--- src/rtl/cfg_pkg.sv ---
// cfg_pkg: shared definitions for the config-bank write scheduler.
//   - register index constants of the 16 x 8-bit system config bank
//   - restore sequencer state encoding
//   - bank write-request record {we, addr, dat}
package cfg_pkg;

  localparam int CFG_AW = 4;

  localparam logic [CFG_AW-1:0] MAP_IDX = 4'd0;
  localparam logic [CFG_AW-1:0] PRG_MSK = 4'd1;
  localparam logic [CFG_AW-1:0] CHR_MSK = 4'd2;
  localparam logic [CFG_AW-1:0] VOL     = 4'd3;
  localparam logic [CFG_AW-1:0] MAP_CFG = 4'd4;
  localparam logic [CFG_AW-1:0] SS_SAVE = 4'd5;
  localparam logic [CFG_AW-1:0] SS_LOAD = 4'd6;
  localparam logic [CFG_AW-1:0] CTRL    = 4'd7;
  localparam logic [CFG_AW-1:0] SS_MENU = 4'd8;

  typedef enum logic [1:0] {
    ST_IDLE = 2'd0,
    ST_RD   = 2'd1,
    ST_WR   = 2'd2,
    ST_FIN  = 2'd3
  } rs_state_e;

  typedef struct packed {
    logic              we;
    logic [CFG_AW-1:0] addr;
    logic [7:0]        dat;
  } cfg_wr_req_t;

endpackage

--- src/rtl/cfg_seq_idx.sv ---
// cfg_seq_idx: maps the restore step count to the register index to restore.
// Order is 0..NREG-1 ascending with CTRL_IDX removed, then CTRL_IDX last, so
// the unlock bit is only re-armed once every other register is back.
//   count  in   AW  restore step (0..NREG-1)
//   idx    out  AW  register index for that step
module cfg_seq_idx #(
  parameter int NREG     = 16,
  parameter int AW       = 4,
  parameter int CTRL_IDX = 7
) (
  input  logic [AW-1:0] count,
  output logic [AW-1:0] idx
);

  always_comb begin
    if (count == AW'(NREG - 1))
      idx = AW'(CTRL_IDX);
    else if (count >= AW'(CTRL_IDX))
      idx = count + AW'(1);
    else
      idx = count;
  end

endmodule

--- src/rtl/cfg_wr_sched.sv ---
// cfg_wr_sched: shares the config bank write port between host writes,
// save-state engine single writes and the bulk-restore sequencer.
// Priority each cycle: host > restore > engine. All outputs registered.
// Optional macro CFG_WR_SCHED_CHK_EN adds an XOR checksum over restored bytes
// compared against rs_chk at the end of a restore (sticky err).
//   clk, rst_n                     clock, async active-low reset
//   host_we/host_addr/host_dat     host write, never stalled
//   ss_req/ss_addr/ss_dat/ss_ack   engine write request / accept pulse
//   rs_start                       restore start pulse
//   rs_rd_addr/rs_rd_dat           restore source read (1-cycle latency)
//   rs_chk                         expected restore checksum
//   cfg_we/cfg_addr/cfg_dat        bank write port
//   busy/done/err                  restore status
//
// state   | meaning
// IDLE    | no restore; engine writes may be served
// RD      | source read address presented for current step
// WR      | source byte captured; write issued unless host blocks
// FIN     | done pulse; busy drops next cycle
module cfg_wr_sched
  import cfg_pkg::*;
#(
  parameter int NREG     = 16,
  parameter int AW       = 4,
  parameter int CTRL_IDX = 7
) (
  input  logic          clk,
  input  logic          rst_n,
  input  logic          host_we,
  input  logic [AW-1:0] host_addr,
  input  logic [7:0]    host_dat,
  input  logic          ss_req,
  input  logic [AW-1:0] ss_addr,
  input  logic [7:0]    ss_dat,
  output logic          ss_ack,
  input  logic          rs_start,
  output logic [AW-1:0] rs_rd_addr,
  input  logic [7:0]    rs_rd_dat,
  input  logic [7:0]    rs_chk,
  output logic          cfg_we,
  output logic [AW-1:0] cfg_addr,
  output logic [7:0]    cfg_dat,
  output logic          busy,
  output logic          done,
  output logic          err
);

  rs_state_e     state, state_d;
  logic [AW-1:0] count, count_d, idx_d;
  logic          wr_first;
  logic [7:0]    cap_dat, rs_byte;
  logic          rs_go, rs_wr, ss_go, last;
  cfg_wr_req_t   req;

  cfg_seq_idx #(.NREG(NREG), .AW(AW), .CTRL_IDX(CTRL_IDX)) u_seq_idx (
    .count (count_d),
    .idx   (idx_d)
  );

  // Source data is only guaranteed in the first WR cycle; a blocked write
  // reuses the byte captured then.
  assign rs_byte = wr_first ? rs_rd_dat : cap_dat;
  assign rs_go   = (state == ST_IDLE) && rs_start;
  assign rs_wr   = (state == ST_WR) && !host_we;
  assign last    = (count == AW'(NREG - 1));
  // ss_ack blocks re-acceptance while the engine still holds ss_req.
  assign ss_go   = ss_req && !ss_ack && (state == ST_IDLE) && !host_we && !rs_start;

  always_comb begin
    state_d = state;
    count_d = count;
    unique case (state)
      ST_IDLE: if (rs_start) begin
        state_d = ST_RD;
        count_d = '0;
      end
      ST_RD:   state_d = ST_WR;
      ST_WR:   if (rs_wr) begin
        if (last) state_d = ST_FIN;
        else begin
          state_d = ST_RD;
          count_d = count + AW'(1);
        end
      end
      ST_FIN:  state_d = ST_IDLE;
      default: state_d = ST_IDLE;
    endcase
  end

  always_comb begin
    req = '0;
    if (host_we)    req = '{1'b1, host_addr, host_dat};
    else if (rs_wr) req = '{1'b1, rs_rd_addr, rs_byte};
    else if (ss_go) req = '{1'b1, ss_addr, ss_dat};
  end

  always_ff @(posedge clk or negedge rst_n) begin
    if (!rst_n) begin
      state      <= ST_IDLE;
      count      <= '0;
      wr_first   <= 1'b0;
      cap_dat    <= '0;
      rs_rd_addr <= '0;
      cfg_we     <= 1'b0;
      cfg_addr   <= '0;
      cfg_dat    <= '0;
      ss_ack     <= 1'b0;
      busy       <= 1'b0;
      done       <= 1'b0;
    end else begin
      state    <= state_d;
      count    <= count_d;
      wr_first <= (state_d == ST_WR) && (state != ST_WR);
      if (state == ST_WR) cap_dat <= rs_byte;
      if (state_d == ST_RD) rs_rd_addr <= idx_d;
      cfg_we <= req.we;
      if (req.we) begin
        cfg_addr <= req.addr;
        cfg_dat  <= req.dat;
      end
      ss_ack <= ss_go;
      busy   <= (state_d != ST_IDLE);
      done   <= (state_d == ST_FIN);
    end
  end

`ifdef CFG_WR_SCHED_CHK_EN
  logic [7:0] chk_acc;

  always_ff @(posedge clk or negedge rst_n) begin
    if (!rst_n) begin
      chk_acc <= '0;
      err     <= 1'b0;
    end else begin
      if (rs_go)      chk_acc <= '0;
      else if (rs_wr) chk_acc <= chk_acc ^ rs_byte;
      if (rs_go) err <= 1'b0;
      else if ((state == ST_FIN) && (chk_acc != rs_chk)) err <= 1'b1;
    end
  end
`else
  logic unused_chk;
  assign unused_chk = ^rs_chk;
  assign err        = 1'b0;
`endif

endmodule

--- config.mk ---
export PLATFORM = sky130hd
export DESIGN_NAME = cfg_wr_sched
export DESIGN_NICKNAME = d
export VERILOG_FILES = /design/src/rtl/cfg_pkg.sv /design/src/rtl/cfg_seq_idx.sv /design/src/rtl/cfg_wr_sched.sv
export SDC_FILE = /design/constraint.sdc
export NUM_CORES = 1
export LEC_CHECK = 0
export CORE_AREA = 2 2 65 67
export DETAILED_ROUTE_END_ITERATION = 8
export DIE_AREA = 0 0 67 69
export PLACE_DENSITY_LB_ADDON = 0.05
export SLEW_MARGIN = 20
export SYNTH_ARGS = -nofsm -noshare
export SYNTH_HDL_FRONTEND = slang
export SYNTH_SLANG_ARGS = --single-unit
export TNS_END_PERCENT = 5
--- constraint.sdc ---
create_clock -name clk -period 4.1 [get_ports clk]
set_input_delay 0.82 -clock clk [delete_from_list [all_inputs] [get_ports clk]]
set_output_delay 0.82 -clock clk [all_outputs]
set_load 0.05 [all_outputs]
==> results.yml <==
clock_network:
  cts_root_buffer: "clkbuf_8"
  ctsResizeCount: 0
  hold_buffers: 0
  cts_tree: "done"
  htree_num_levels: 2
  clkSlewWorstSetupHoldPaths_ns: 0.07
  cts_made_buffers: 5
  post-cts-setup-buffer-count: 0
  cts_buffer_depth: 2
  cts_sinks: 35
  clock_latency_ns: 0.28
die:
  initial_core_util_pct: 46.93
  core-area_sq_um: 3914
  dieHeight_um: 69
  rows: 23
  die_x_um: 67
  pin_count: 66
  dieArea_sq_um: 4623
timing:
  min_period_over_period_pct: 71.82
  worst_slew_pin_slew_ns: 0.5752
  fmax_ghz: 0.3396
  setup_viol: 0
  finalMaxSlewViolations: 0
  worst_slack_ns: 1.155
  hold_violations: 0
  rsz0062_at_grt: "no"
  clock_skew_ns: 0.005273
  fin_crit_ns: 2.945
  tns_ns: 0
  slew_headroom_pct: 61.58
route:
  finalWirelength_mm: 4.502
  viasPerCell: 5.624
  drcViolationCount: 0
  wire_per_inst_um: 16.14
  first_iter_violations: 86
  vias: 1569
  ant_nets: 0
  drt_pass1_iterations: 4
critical_path:
  crit_slowest_cell: "clkdlybuf4s50_1"
  critPathTopFamily: "buffers and inverters"
  slowest_delay_ns: 0.65
  timing.critical_path.mode_cell: "inv_2"
  start_kind: "primary input"
  r2r-start: "count[0]$_DFF_PN0_"
  r2r_slack_ns: 1.81
  path_cells: "clkdlybuf4s50_1, buf_4, nor2_1, nand4b_1, inv_2, nor3_2, inv_2, o22ai_1, a21oi_1"
  path_buf_inv: 4
  required_ns: 4.26
  cp-end-kind: "flip-flop"
  cp_max_fo: 21
  ff2ff_path_depth: 6
  crit_type: "primary input to flip-flop"
  crit_arrival_ns: 3.10
  timing.rr.end: "rs_rd_addr[0]$_DFFE_PN0N_"
run:
  drv_cap: 0
min_path:
  min_to: "cfg_addr[0]$_DFFE_PN0P_"
  worstHoldPathCells: 2
  hp-class: "flip-flop to flip-flop"
  hp-start: "cfg_addr[0]$_DFFE_PN0P_"
yosys:
  synth-seq-cells: 35
  synth_area_per_cell_sq_um: 10.50
  synth_cell_types: 46
  synth-async-reset-ratio_pct: 100.0
  synth_edf_count: 0
  synth_area_sq_um: 1837
  synthFlopType: "dfrtp_1"
  synth_fp_nets: 221
  synth_seq_area_share_pct: 47.68
  yosys_warnings: 0
  synthCells: 175
place:
  io_buffer_count: 56
  placed_area_sq_um: 2407
  dp_hpwl_mm: 3.385
  gp_congestion: 0.7249
  place_inst: 272
  detailedPlace.worstSlack_ns: 0.8259
power_and_ir_drop:
  p_switching_uw: 717.3
  power.density_nw_per_um2: 659.3
  p_seq_share_pct: 36.3
  p_int_uw: 927.6
  sw_frac_of_total_pct: 43.61
  p_comb_share_pct: 48.4
  clkPwrFrac_pct: 15.3
  peakVddDrop_v: 0.0002842
  power_mw: 1.645
  p_leak_nw: 1.102
global_route:
  antenna_found_initial: 0
  grt_usage_pct: 21.35
  grt_pass1_vias: 1574
  grt_overflow: 0
  grt_max_degree: 36
  grt_pass1_wl_mm: 7.431
final_layout:
  synthToLayoutAreaGrowth_pct: 35.83
  layout_commonest_cell: "clkdlybuf4s50_1"
  fin_nets: 275
  seq_area_sq_um: 875.8
  diodes: 0
  n_fill_cell: 336
  layout_common_cells: "clkdlybuf4s50_1, dfrtp_1, nand2_1"
  multi_input_area_sq_um: 874.6
  stdcell_area_sq_um: 2495
  drive_above_1_share_pct: 6.987
  fin_cells: 279
run_status:
  run_status: "completed"
==> per-stage QoR <==
stage | util (%) | hold WS [ns]
2_1_floorplan | - | 0.4562
3_3_place_gp | 61.51 | 0.4529
3_5_place_dp | 61.51 | 0.4697
4_1_cts | 63.75 | 0.4840
5_1_grt | 63.75 | 0.5107
6_report | 63.75 | 0.4825
==> worst max path at each step <==
stage | from | end | slack, ns | cells after the start
2_1_floorplan | host_we | rs_rd_addr[0]$_DFFE_PN0N_ | 1.63 | 7
3_3_place_gp | host_we | cfg_addr[1]$_DFFE_PN0P_ | 0.90 | 9
3_5_place_dp | host_we | cfg_addr[1]$_DFFE_PN0P_ | 0.83 | 9
4_1_cts | host_we | cfg_addr[1]$_DFFE_PN0P_ | 1.13 | 9
5_1_grt | host_we | cfg_addr[2]$_DFFE_PN0P_ | 0.94 | 9
6_report | host_we | cfg_addr[1]$_DFFE_PN0P_ | 1.16 | 9
==> cells in the mapped netlist, drive strengths merged (2+ instances only) <==
| cell type | number | area share, % |
|---|---|---|
| or3b | 2 | 0.95 |
| a22oi | 4 | 1.6 |
| buf | 5 | 2.5 |
| nor2 | 10 | 2.0 |
| nand2b | 2 | 1.1 |
| clkbuf | 6 | 1.2 |
| inv | 5 | 1.0 |
| nand2 | 13 | 2.7 |
| nor2b | 6 | 2.0 |
| a21oi | 12 | 3.3 |
| o21ai | 7 | 1.9 |
| nand4b | 3 | 2.2 |
| o211ai | 2 | 0.82 |
| mux2 | 8 | 4.9 |
| and3 | 2 | 0.68 |
| a211oi | 8 | 3.3 |
| nand3 | 5 | 1.4 |
| mux2i | 12 | 6.5 |
| dfrtp | 35 | 48 |
| a21o | 6 | 2.5 |
| o22ai | 4 | 1.4 |
==> tightest hold or removal path, delay by kind of cell (launching register included) <==
kind          cells  cell delay (ns)
flops             1             0.35
simple gates      2             0.10
==> logic make-up after synthesis <==
logic type / synth area share, %
AO/OA/AOI/OAI: 18.19
multiplexers: 11.44
adder cells (fa/ha/maj): 0.6811
XOR/XNOR: 0.4769
buffers and inverters: 4.700
other: 0.2042
AND/OR/NAND/NOR: 16.62
flip-flops: 47.68
==> power groups by stage <==
| stage | Clock (mW) | Sequential, mW | Combinational, mW |
|---|---|---|---|
| 6_report | 0.251 | 0.597 | 0.796 |
| 5_1_grt | 0.277 | 0.614 | 0.863 |
| 4_1_cts | 0.261 | 0.595 | 0.803 |
| 3_5_place_dp | 0 | 0.602 | 0.799 |
| 3_3_place_gp | 0 | 0.591 | 0.783 |
| 2_1_floorplan | 0 | 0.784 | 0.360 |
==> flip-flops by register name, indices dropped and copies added, names as in the netlist <==
register,count
cap_dat,8
cfg_dat,8
cfg_addr,4
count,4
rs_rd_addr,4
state,2
busy,1
cfg_we,1
done,1
ss_ack,1
wr_first,1
==> routing by layer <==
layer | track usage [%] | routed length [um]
met1 | 28.83 | 2002
met2 | 33.11 | 2142
met3 | 6.199 | 321
met4 | 6.122 | 36
met5 | 0 | 0
==> area by class of cell <==
class / count / area share (%)
Timing Repair Buffer: 58 / 23.07
Inverter: 5 / 0.7523
Tap cell: 50 / 2.508
Multi-Input combinational cell: 124 / 35.06
Sequential cell: 35 / 35.11
Clock buffer: 6 / 3.310
Clock inverter: 1 / 0.2006
Power figures use the tool's default switching activity.
